--- config.mk ---
export PLATFORM = sky130hd
export DESIGN_NAME = route_dispatch4_sync_flat
export DESIGN_NICKNAME = d
export VERILOG_FILES = /design/src/rtl/route_dispatch_pkg.sv /design/src/rtl/route_dispatch4_sync_if.sv /design/src/rtl/tag_fifo_sync.sv /design/src/rtl/route_dispatch4_sync.sv /design/src/flat_wrapper.sv
export SDC_FILE = /design/constraint.sdc
export NUM_CORES = 1
export LEC_CHECK = 0
export ABC_AREA = 1
export CAP_MARGIN = 20
export CORE_ASPECT_RATIO = 1.1
export CORE_MARGIN = 5
export CORE_UTILIZATION = 50
export CTS_CLUSTER_SIZE = 24
export DETAILED_ROUTE_END_ITERATION = 12
export HOLD_SLACK_MARGIN = 0.15
export PLACE_DENSITY_LB_ADDON = 0.1
export SYNTH_ARGS = -nofsm -noshare
export SYNTH_HDL_FRONTEND = slang
export SYNTH_HIERARCHICAL = 1
export SYNTH_SLANG_ARGS = --single-unit
--- constraint.sdc ---
create_clock -name clk -period 1.5 [get_ports clk]
set_clock_uncertainty 0.05 [all_clocks]
set_input_delay 0.225 -clock clk [delete_from_list [all_inputs] [get_ports clk]]
set_output_delay 0.225 -clock clk [all_outputs]
set_load 0.05 [all_outputs]
--- src/rtl/route_dispatch_pkg.sv ---
// Shared types and helpers for the 4-way tag dispatcher in front of the click-style selector stage.
package route_dispatch_pkg;

  localparam int unsigned DEST_W    = 2;
  localparam int unsigned NUM_PORTS = 4;

  typedef enum logic [1:0] {
    IDLE      = 2'd0,
    SETUP     = 2'd1,
    FIRE      = 2'd2,
    WAIT_FREE = 2'd3
  } dispatchState_e;

  // Destination index to one-hot select.
  function automatic logic [NUM_PORTS-1:0] dest2onehot(input logic [DEST_W-1:0] dest);
    logic [NUM_PORTS-1:0] one;
    one = NUM_PORTS'(1);
    return one << dest;
  endfunction

endpackage

--- src/rtl/route_dispatch4_sync_if.sv ---
// Scheduler-side valid/ready and selector-side drive/free signals of the dispatcher.
interface route_dispatch4_sync_if;
  import route_dispatch_pkg::*;

  logic                 in_valid;
  logic                 in_ready;
  logic [DEST_W-1:0]    in_dest;
  logic [NUM_PORTS-1:0] o_select;
  logic                 o_drive;
  logic                 i_free;
  logic                 o_busy;
  logic                 o_timeout;
  logic                 i_clr_timeout;

  // Dispatcher side.
  modport slave (
    input  in_valid, in_dest, i_free, i_clr_timeout,
    output in_ready, o_select, o_drive, o_busy, o_timeout
  );

  // Scheduler / selector-stage side.
  modport master (
    output in_valid, in_dest, i_free, i_clr_timeout,
    input  in_ready, o_select, o_drive, o_busy, o_timeout
  );

endinterface

--- src/rtl/tag_fifo_sync.sv ---
// Small synchronous FIFO for short tags; full/empty are registered alongside the occupancy count.
module tag_fifo_sync #(
  parameter int unsigned DEPTH = 4,
  parameter int unsigned WIDTH = 2
) (
  input  logic                         clk,
  input  logic                         rst,
  input  logic                         push,
  input  logic [WIDTH-1:0]             pushData,
  input  logic                         pop,
  output logic [WIDTH-1:0]             popData,
  output logic                         full,
  output logic                         empty,
  output logic [$clog2(DEPTH+1)-1:0]   count
);

  localparam int unsigned PTR_W = $clog2(DEPTH);
  localparam int unsigned CNT_W = $clog2(DEPTH + 1);

  logic [WIDTH-1:0] mem [DEPTH];
  logic [PTR_W-1:0] wrPtr;
  logic [PTR_W-1:0] rdPtr;
  logic [CNT_W-1:0] nextCount;
  logic             doPush;
  logic             doPop;

  // A push offered while full is not a push, even if a pop happens in the same cycle.
  assign doPush  = push & ~full;
  assign doPop   = pop & ~empty;
  assign popData = mem[rdPtr];

  always_comb begin
    nextCount = count;
    if (doPush && !doPop) begin
      nextCount = count + CNT_W'(1);
    end else if (doPop && !doPush) begin
      nextCount = count - CNT_W'(1);
    end
  end

  // Pointers are exactly log2(DEPTH) wide and wrap on their own.
  always_ff @(posedge clk) begin
    if (rst) begin
      wrPtr <= '0;
      rdPtr <= '0;
      count <= '0;
      full  <= 1'b0;
      empty <= 1'b1;
    end else begin
      if (doPush) wrPtr <= wrPtr + PTR_W'(1);
      if (doPop)  rdPtr <= rdPtr + PTR_W'(1);
      count <= nextCount;
      full  <= (nextCount == CNT_W'(DEPTH));
      empty <= (nextCount == '0);
    end
  end

  always_ff @(posedge clk) begin
    if (doPush) mem[wrPtr] <= pushData;
  end

endmodule

--- src/rtl/route_dispatch4_sync.sv ---
// Queues destination tags and issues one drive pulse per tag with a stable one-hot select,
// waiting for the selector stage's asynchronous free return before issuing the next one.
module route_dispatch4_sync
  import route_dispatch_pkg::*;
#(
  parameter int unsigned DEPTH       = 4,
  parameter int unsigned SYNC_STAGES = 2,
  parameter int unsigned TIMEOUT     = 255
) (
  input  logic                  clk,
  input  logic                  rst,
  route_dispatch4_sync_if.slave bus
);

  localparam int unsigned CNT_W   = (TIMEOUT > 1) ? $clog2(TIMEOUT) : 1;
  localparam int unsigned FCNT_W  = $clog2(DEPTH + 1);
  localparam bit          TIMEOUT_EN = (TIMEOUT != 0);
  localparam logic [CNT_W-1:0] TIMEOUT_LAST = CNT_W'(TIMEOUT - 1);

  dispatchState_e       state;
  logic [NUM_PORTS-1:0] selectQ;
  logic                 driveQ;
  logic                 timeoutQ;
  logic [CNT_W-1:0]     waitCnt;

  logic                 fifoPop;
  logic [DEST_W-1:0]    fifoHead;
  logic                 fifoFull;
  logic                 fifoEmpty;
  logic [FCNT_W-1:0]    fifoCount;

  logic [SYNC_STAGES-1:0] freeSync;
  logic                   freePrev;
  logic                   freeRise;

  // The head is consumed in the same cycle the FSM leaves IDLE.
  assign fifoPop = (state == IDLE);

  tag_fifo_sync #(
    .DEPTH (DEPTH),
    .WIDTH (DEST_W)
  ) u_tagFifo (
    .clk      (clk),
    .rst      (rst),
    .push     (bus.in_valid),
    .pushData (bus.in_dest),
    .pop      (fifoPop),
    .popData  (fifoHead),
    .full     (fifoFull),
    .empty    (fifoEmpty),
    .count    (fifoCount)
  );

  // Free return crosses in asynchronously; only its rising edge means anything.
  always_ff @(posedge clk) begin
    if (rst) begin
      freeSync <= '0;
      freePrev <= 1'b0;
    end else begin
      freeSync <= {freeSync[SYNC_STAGES-2:0], bus.i_free};
      freePrev <= freeSync[SYNC_STAGES-1];
    end
  end

  assign freeRise = freeSync[SYNC_STAGES-1] & ~freePrev;

  always_ff @(posedge clk) begin
    if (rst) begin
      state    <= IDLE;
      selectQ  <= '0;
      driveQ   <= 1'b0;
      waitCnt  <= '0;
      timeoutQ <= 1'b0;
    end else begin
      driveQ <= 1'b0;
      // A timeout in the same cycle overrides this clear further down.
      if (bus.i_clr_timeout) timeoutQ <= 1'b0;
      unique case (state)
        IDLE: begin
          if (!fifoEmpty) begin
            selectQ <= dest2onehot(fifoHead);
            state   <= SETUP;
          end
        end
        SETUP: begin
          driveQ <= 1'b1;
          state  <= FIRE;
        end
        FIRE: begin
          waitCnt <= '0;
          state   <= WAIT_FREE;
        end
        WAIT_FREE: begin
          if (freeRise) begin
            selectQ <= '0;
            state   <= IDLE;
          end else begin
            waitCnt <= waitCnt + CNT_W'(1);
            // An unanswered token is dropped rather than re-driven.
            if (TIMEOUT_EN && (waitCnt == TIMEOUT_LAST)) begin
              timeoutQ <= 1'b1;
              selectQ  <= '0;
              state    <= IDLE;
            end
          end
        end
        default: state <= IDLE;
      endcase
    end
  end

  assign bus.in_ready  = ~fifoFull;
  assign bus.o_select  = selectQ;
  assign bus.o_drive   = driveQ;
  assign bus.o_timeout = timeoutQ;
  assign bus.o_busy    = (state != IDLE) | (fifoCount != '0);

endmodule

--- src/flat_wrapper.sv ---
// flat-port wrapper written by rule: the top's interface ports become plain ports
module route_dispatch4_sync_flat import route_dispatch_pkg::*;
#(
  parameter int unsigned DEPTH       = 4,
  parameter int unsigned SYNC_STAGES = 2,
  parameter int unsigned TIMEOUT     = 255
)
  (clk, rst, bus_in_valid, bus_in_dest, bus_i_free, bus_i_clr_timeout, bus_in_ready, bus_o_select, bus_o_drive, bus_o_busy, bus_o_timeout);
  route_dispatch4_sync_if bus_i ();
  input  logic clk;
  input  logic rst;
  input wire logic [$bits(bus_i.in_valid)-1:0] bus_in_valid;
  input wire logic [$bits(bus_i.in_dest)-1:0] bus_in_dest;
  input wire logic [$bits(bus_i.i_free)-1:0] bus_i_free;
  input wire logic [$bits(bus_i.i_clr_timeout)-1:0] bus_i_clr_timeout;
  output wire logic [$bits(bus_i.in_ready)-1:0] bus_in_ready;
  output wire logic [$bits(bus_i.o_select)-1:0] bus_o_select;
  output wire logic [$bits(bus_i.o_drive)-1:0] bus_o_drive;
  output wire logic [$bits(bus_i.o_busy)-1:0] bus_o_busy;
  output wire logic [$bits(bus_i.o_timeout)-1:0] bus_o_timeout;
  assign bus_i.in_valid = bus_in_valid;
  assign bus_i.in_dest = bus_in_dest;
  assign bus_i.i_free = bus_i_free;
  assign bus_i.i_clr_timeout = bus_i_clr_timeout;
  assign bus_in_ready = bus_i.in_ready;
  assign bus_o_select = bus_i.o_select;
  assign bus_o_drive = bus_i.o_drive;
  assign bus_o_busy = bus_i.o_busy;
  assign bus_o_timeout = bus_i.o_timeout;
  route_dispatch4_sync #(.DEPTH(DEPTH), .SYNC_STAGES(SYNC_STAGES), .TIMEOUT(TIMEOUT)) u_core (.clk(clk), .rst(rst), .bus(bus_i));
endmodule
Word-level counts from Yosys, hierarchy flattened
Memory sizes are Yosys's and may differ from the RTL's. A register that Yosys moved wholly into a read port is not among the register bits.
Cells that the tools add are included.
- flip-flop bits (word level): 28
- bits in latches: 0
- RAM bits: 8
- bits in read-only memories: 0
- input port bits: 7
- output and inout port bits: 8
- logic and storage cells: 68
- memories kept: 1
- add/subtract/negate cells: 5
- multiply operators: 0
- divide/modulo/power cells: 0
- order comparisons: 0
- equal/unequal tests: 8
- shifts and indexed selects: 1
- mux-type cells: 21
- bitwise operators: 7
- reductions and logical operators: 13
- memory list (name ; words ; width ; rd ports ; clocked after Yosys merged registers in ; wr ports ; line ; source):
    u_core.u_tagFifo.mem ; 4 ; 2 ; 1 ; 1 ; 1 ; tag_fifo_sync.sv:20 ; logic [WIDTH-1:0] mem [DEPTH];
- operator list (cell ; number):
    $pmux W8 S2 ; 1
    $mux W4 ; 3
    $mux W2 ; 5
    $add A8 B1 Y8 const B ; 1
    $eq A8 B8 Y1 const B ; 1
    $mux W8 ; 1
    $pmux W2 S4 ; 1
    $pmux W4 S2 ; 1
    $mux W1 ; 7
    $mux W3 ; 2
    $reduce_bool A2 Y1 ; 3
    $add A2 B1 Y2 const B ; 2
    $eq A2 B2 Y1 const B ; 2
    $ne A2 B2 Y1 const B ; 2
    $reduce_and A2 Y1 ; 2
    $shl A1 B2 Y4 const A ; 1
    $add A3 B1 Y3 const B ; 1
    $and A1 B1 Y1 ; 3
    $eq A3 B3 Y1 const B ; 1
    $logic_not A3 Y1 ; 1
    $ne A3 B1 Y1 const B ; 1
    $not A1 Y1 ; 3
    $reduce_and A3 Y1 ; 1
    $reduce_bool A3 Y1 ; 1
    other kinds (6) ; 8

Depth between registers and ports, before layout
- depth after elaboration: 7
- gate-level depth with buffers: 11
- gate-level depth less buffers: 11

Hierarchy
The synthesis kept the hierarchy.
- modules (own cells, without submodules) (module ; instances ; cells each ; area an instance (um^2) ; sequential area each (um^2)):
    route_dispatch4_sync ; 1 ; 144 ; 1029.7 ; 380.4
    tag_fifo_sync ; 1 ; 98 ; 893.4 ; 460.4

Worst setup path before layout
No wires, ideal clock.
- path type: flip-flop to flip-flop
- start: register u_core.state[0]
- end: register u_core.u_tagFifo.empty
- library setup time: 0.114 ns
- arrival: 1.205 ns
- data required time: 1.336 ns
- slack: 0.130 ns
- stages on the path, launching flop included: 12
- path buffers: 0
- period minus slack after synthesis: 1.370 ns
- path through: dfxtp_1 -> inv_1 -> ha_1 -> inv_1 -> nor2_4 -> nand2_4 -> nand2_1 -> nand2_1 -> nand2_2 -> nor2_1 -> nand2_1 -> nand2_1
- longest elaborated chain between the ends: 6
- elaborated cells between the ends (all ways): 8
- those cells by class: mux (2); bitwise (1); reduce/logical (5)
- ends and longest elaborated chain (item ; line ; source):
    start, declared ; route_dispatch4_sync.sv:20 ; dispatchState_e state;
    start signal, assigned ; route_dispatch4_sync.sv:69 ; state <= IDLE;
    start signal, assigned ; route_dispatch4_sync.sv:82 ; state <= SETUP;
    start signal, assigned ; route_dispatch4_sync.sv:87 ; state <= FIRE;
    $logic_not A2 Y1 * ; route_dispatch4_sync.sv:37 ; assign fifoPop = (state == IDLE);
    via u_core.fifoPop ; route_dispatch4_sync.sv:26 ; logic fifoPop;
    $and A1 B1 Y1 * ; tag_fifo_sync.sv:29 ; assign doPop = pop & ~empty;
    $logic_and A1 B1 Y1 or $logic_not A1 Y1 (tied branches) ; tag_fifo_sync.sv:36, tag_fifo_sync.sv:34 ;
    $mux W3 or $logic_and A1 B1 Y1 (tied branches) ; tag_fifo_sync.sv:36, tag_fifo_sync.sv:34 ;
    $mux W3 * ; tag_fifo_sync.sv:34 ; if (doPush && !doPop) begin
    $logic_not A3 Y1 * ; tag_fifo_sync.sv:54 ; empty <= (nextCount == '0);
    end signal, assigned ; tag_fifo_sync.sv:54 ;
    end, declared ; tag_fifo_sync.sv:13 ; output logic empty,
Mark *: on every way through the listed nets, which the timed path passes. The rest lies on a longest branch.
A chain may end at the register's enable or synchronous reset.

Worst setup path in the final report
- start: register u_core.state[0]
- end: output port bus_o_busy
- longest elaborated chain between the ends: 2
- ends and longest elaborated chain (item ; line ; source):
    $reduce_bool A2 Y1 ; route_dispatch4_sync.sv:116 ; assign bus.o_busy = (state != IDLE) | (fifoCount != '0);
    $or A1 B1 Y1 ; route_dispatch4_sync.sv:116 ;
    end, declared ; flat_wrapper.sv:19 ; output wire logic [$bits(bus_i.o_busy)-1:0] bus_o_busy;
Every way passes these cells.

==> results.md <==
* Aggregate global routing overflow at 0
* Die boundary height at 75.05 µm
* Stage delay of the slowest cell on the critical path at 0.38 ns
* RSZ-0062 raised after global routing: true
* Synthesized instance count at 242
* Global-route wire length before repair at 5885 µm
* GPL Wtd Cong at 0.8129
* Floorplan core area at 3684 µm²
* Count of antenna-violating nets left after detailed routing at 0
* Cells along the critical path: inv_4 > ha_4 > buf_6 > nand2_4 > buf_12
* Clock latency at the later pin of the worst-skew pair at 0.29 ns
* Hold path startpoint: u_core/freeSync[0]
* Clock transition time at the flip-flop clock pins of the worst setup and hold paths at 0.07 ns
* Final hold slack at 0.3553 ns
* TritonCTS Sinks at 38
* Proportion of layout cells with a drive suffix above 1 at 0.2316
* Cts bufs inserted at 5
* Port-buffer cells at 14
* Syn Std Cell Area at 1923 µm²
* Max stage delay cell, worst path: dfxtp_4
* Pre-CTS WS at -0.04770 ns
* Sum of negative setup slack at 0 ns
* Category of the most critical setup path: reg2out
* GRT Util Overall at 0.1417
* Most used cells in the layout excluding fill and tap cells: inv_1 (41), nand2_1 (39), nor2_1 (28)
* Sequential fraction of the synthesis area at 0.4372
* Post-DP HPWL at 2557 µm
* Origin of the critical flop-to-flop path: u_core/state[1]
* Cell at the root of the clock tree: clkbuf_8
* Mean cell area of the mapped netlist at 7.947 µm²
* Arrival @ worst endpoint at 1.20 ns
* Final Non-Filler Cells at 322
* Final number of setup-violating endpoints at 0
* Synthesized flop and latch total at 38
* Width of the die at 69.13 µm
* Leakage power at 1.071 nW
* Count of final max-slew check failures at 0
* Placed cell area at 2243 µm²
* Clock period minus final worst setup slack at 1.471 ns
* Filler Cell Count at 329
* Residual DRC count at 0
* Total number of yosys warnings at 6
* Final core area utilization at 0.6678
* Startpoint type of the worst setup path: flop
* Clock tree from TritonCTS: yes
* Placed cells at 312
* Critical path required time at 1.22 ns
* Initial Util at 0.5221
* Maximum number of pins on one net before global-route repair at 14
* Fmax achieved at 0.6797 GHz
* Least-Margin Pin Slew at 0.2970 ns
* Fraction of the cycle the final worst path needs at 0.9809
* Number of nets in the finished design at 291
* Crit. Startpoint: u_core/state[0]
* CTS HTree Levels at 2
* Antenna cell count at 0
* Violation count after the first detailed-routing iteration at 50
* Mapped Nets at 262
* Area delta synth->final at 27.91%
* Class of the tightest hold or removal check: reg2reg
* IR drop worst, VDD at 1.445 mV
* Final routed wire length divided by cell count at 10.57 µm
* Reg2reg setup slack at 0.08 ns
* Total power draw at 4.648 mW
* Clock buffer depth at 2
* Type of destination of the critical path: primary output
* Vias in the first global route at 1451
* Vias/cell at 4.739
* MaxCap Viol Count at 0
* CTS Hold Buffers Added at 0
* Number of failing hold endpoints at the final stage at 0
* Row Count at 23
* Ports at 15
* Final std cell area, no fill at 2460 µm²
* Leading cell type in the layout, fill and taps excluded: inv_1
* Least setup slack across all paths after layout at 0.02868 ns
* Area of the die at 5188 µm²
* CP Max Fanout at 5
* Max_slew headroom at 0.8015
* Result of the run: finished clean
* Total via count in the routed design at 1526
* Number of optimization iterations in the first detailed-route pass at 4
* Number of antenna violations at the first check in global routing at 0
* Count of distinct cell types in the synthesized netlist at 27
* Power per cell area at 1889 nW/µm²
* Wire length reported by the detailed router at 3404 µm
critical path, delay by kind of cell, from the launching register on:
family	cells	cell delay (ns)
DFF	1	0.38
buffers and inverters	3	0.30
adders and majority gates	1	0.17
and+or+nand+nor	1	0.06
power by group:
part	internal, mW	switching (mW)	total (mW)
logic	0.943	1.26	2.20
clock network	0.666	0.367	1.03
registers	1.24	0.168	1.41
flip-flops by register name, summed over array words and instances (netlist names), named ones only:
| name | flops |
|---|---|
| u_core/u_tagFifo/wrPtr | 2 |
| u_core/state | 2 |
| u_core/u_tagFifo/full | 1 |
| u_core/u_tagFifo/empty | 1 |
| u_core/bus.o_drive | 1 |
| u_core/u_tagFifo/rdPtr | 2 |
| u_core/waitCnt | 8 |
| u_core/freeSync | 2 |
| u_core/bus.o_timeout | 1 |
| u_core/freePrev | 1 |
| u_core/bus.o_select | 4 |
| u_core/u_tagFifo/count | 3 |
| u_core/u_tagFifo/mem | 8 |
worst paths after layout:
path	end	depth (start not counted)
max	bus_o_busy	5
min	u_core/freeSync[1]	2
max reg2reg	u_core/waitCnt[7]	9
min reg2reg	u_core/freeSync[1]	2
routing by layer:
| layer | track usage | part of all wire | up-vias |
|---|---|---|---|
| met1 | 0.1388 | 0.41 | 677 |
| met4 | 0.08026 | 0.022 | 0 |
| li1 | - | - | 816 |
| met5 | 0 | 0 | - |
| met2 | 0.2701 | 0.52 | 26 |
| met3 | 0.04272 | 0.039 | 7 |
kinds of logic (layout without fill, tap and decap cells):
kind of cell	after synthesis	in the layout	share of synthesized area
buffers and inverters	49	79	0.09694
adder cells (fa/ha/maj)	13	13	0.08458
AO/OA/AOI/OAI	30	30	0.08914
XOR/XNOR	1	1	0.004555
AND/OR/NAND/NOR	111	111	0.2876
flip-flops	38	38	0.4372
synth_stat cells, drive strengths merged:
master  count  share of area
xor2        1         0.0046
o22ai       2         0.0065
nor2       33          0.079
edfxtp      8           0.12
nand3      16          0.053
nand3b      2         0.0078
o21ai      14          0.038
ha         13          0.085
inv        47          0.092
nand2      51           0.12
dfxtp      30           0.31
nor3        3         0.0078
a21oi      14          0.044
buf         2         0.0052
or2         2         0.0065
nand4       4          0.013
layout make-up:
| type | instances | area [µm²] | area share |
|---|---|---|---|
| inverters | 47 | 181.4 | 0.07375 |
| clock inverters | 3 | 68.82 | 0.02798 |
| flip-flops and latches | 38 | 847.1 | 0.3444 |
| repair buffers | 24 | 290.3 | 0.1180 |
| well taps | 50 | 62.56 | 0.02543 |
| multi-input cells | 155 | 940.9 | 0.3825 |
| clock buffers | 5 | 68.82 | 0.02798 |
repair_timing:
| item | 4_1_cts | 5_1_grt |
|---|---|---|
| endpoints found under the setup margin | 8 | 16 |
| resized for setup | 9 | 11 |
| pin swaps | 0 | 5 |
| setup buffers | 1 | 1 |
(Power assumes the default switching activity.)
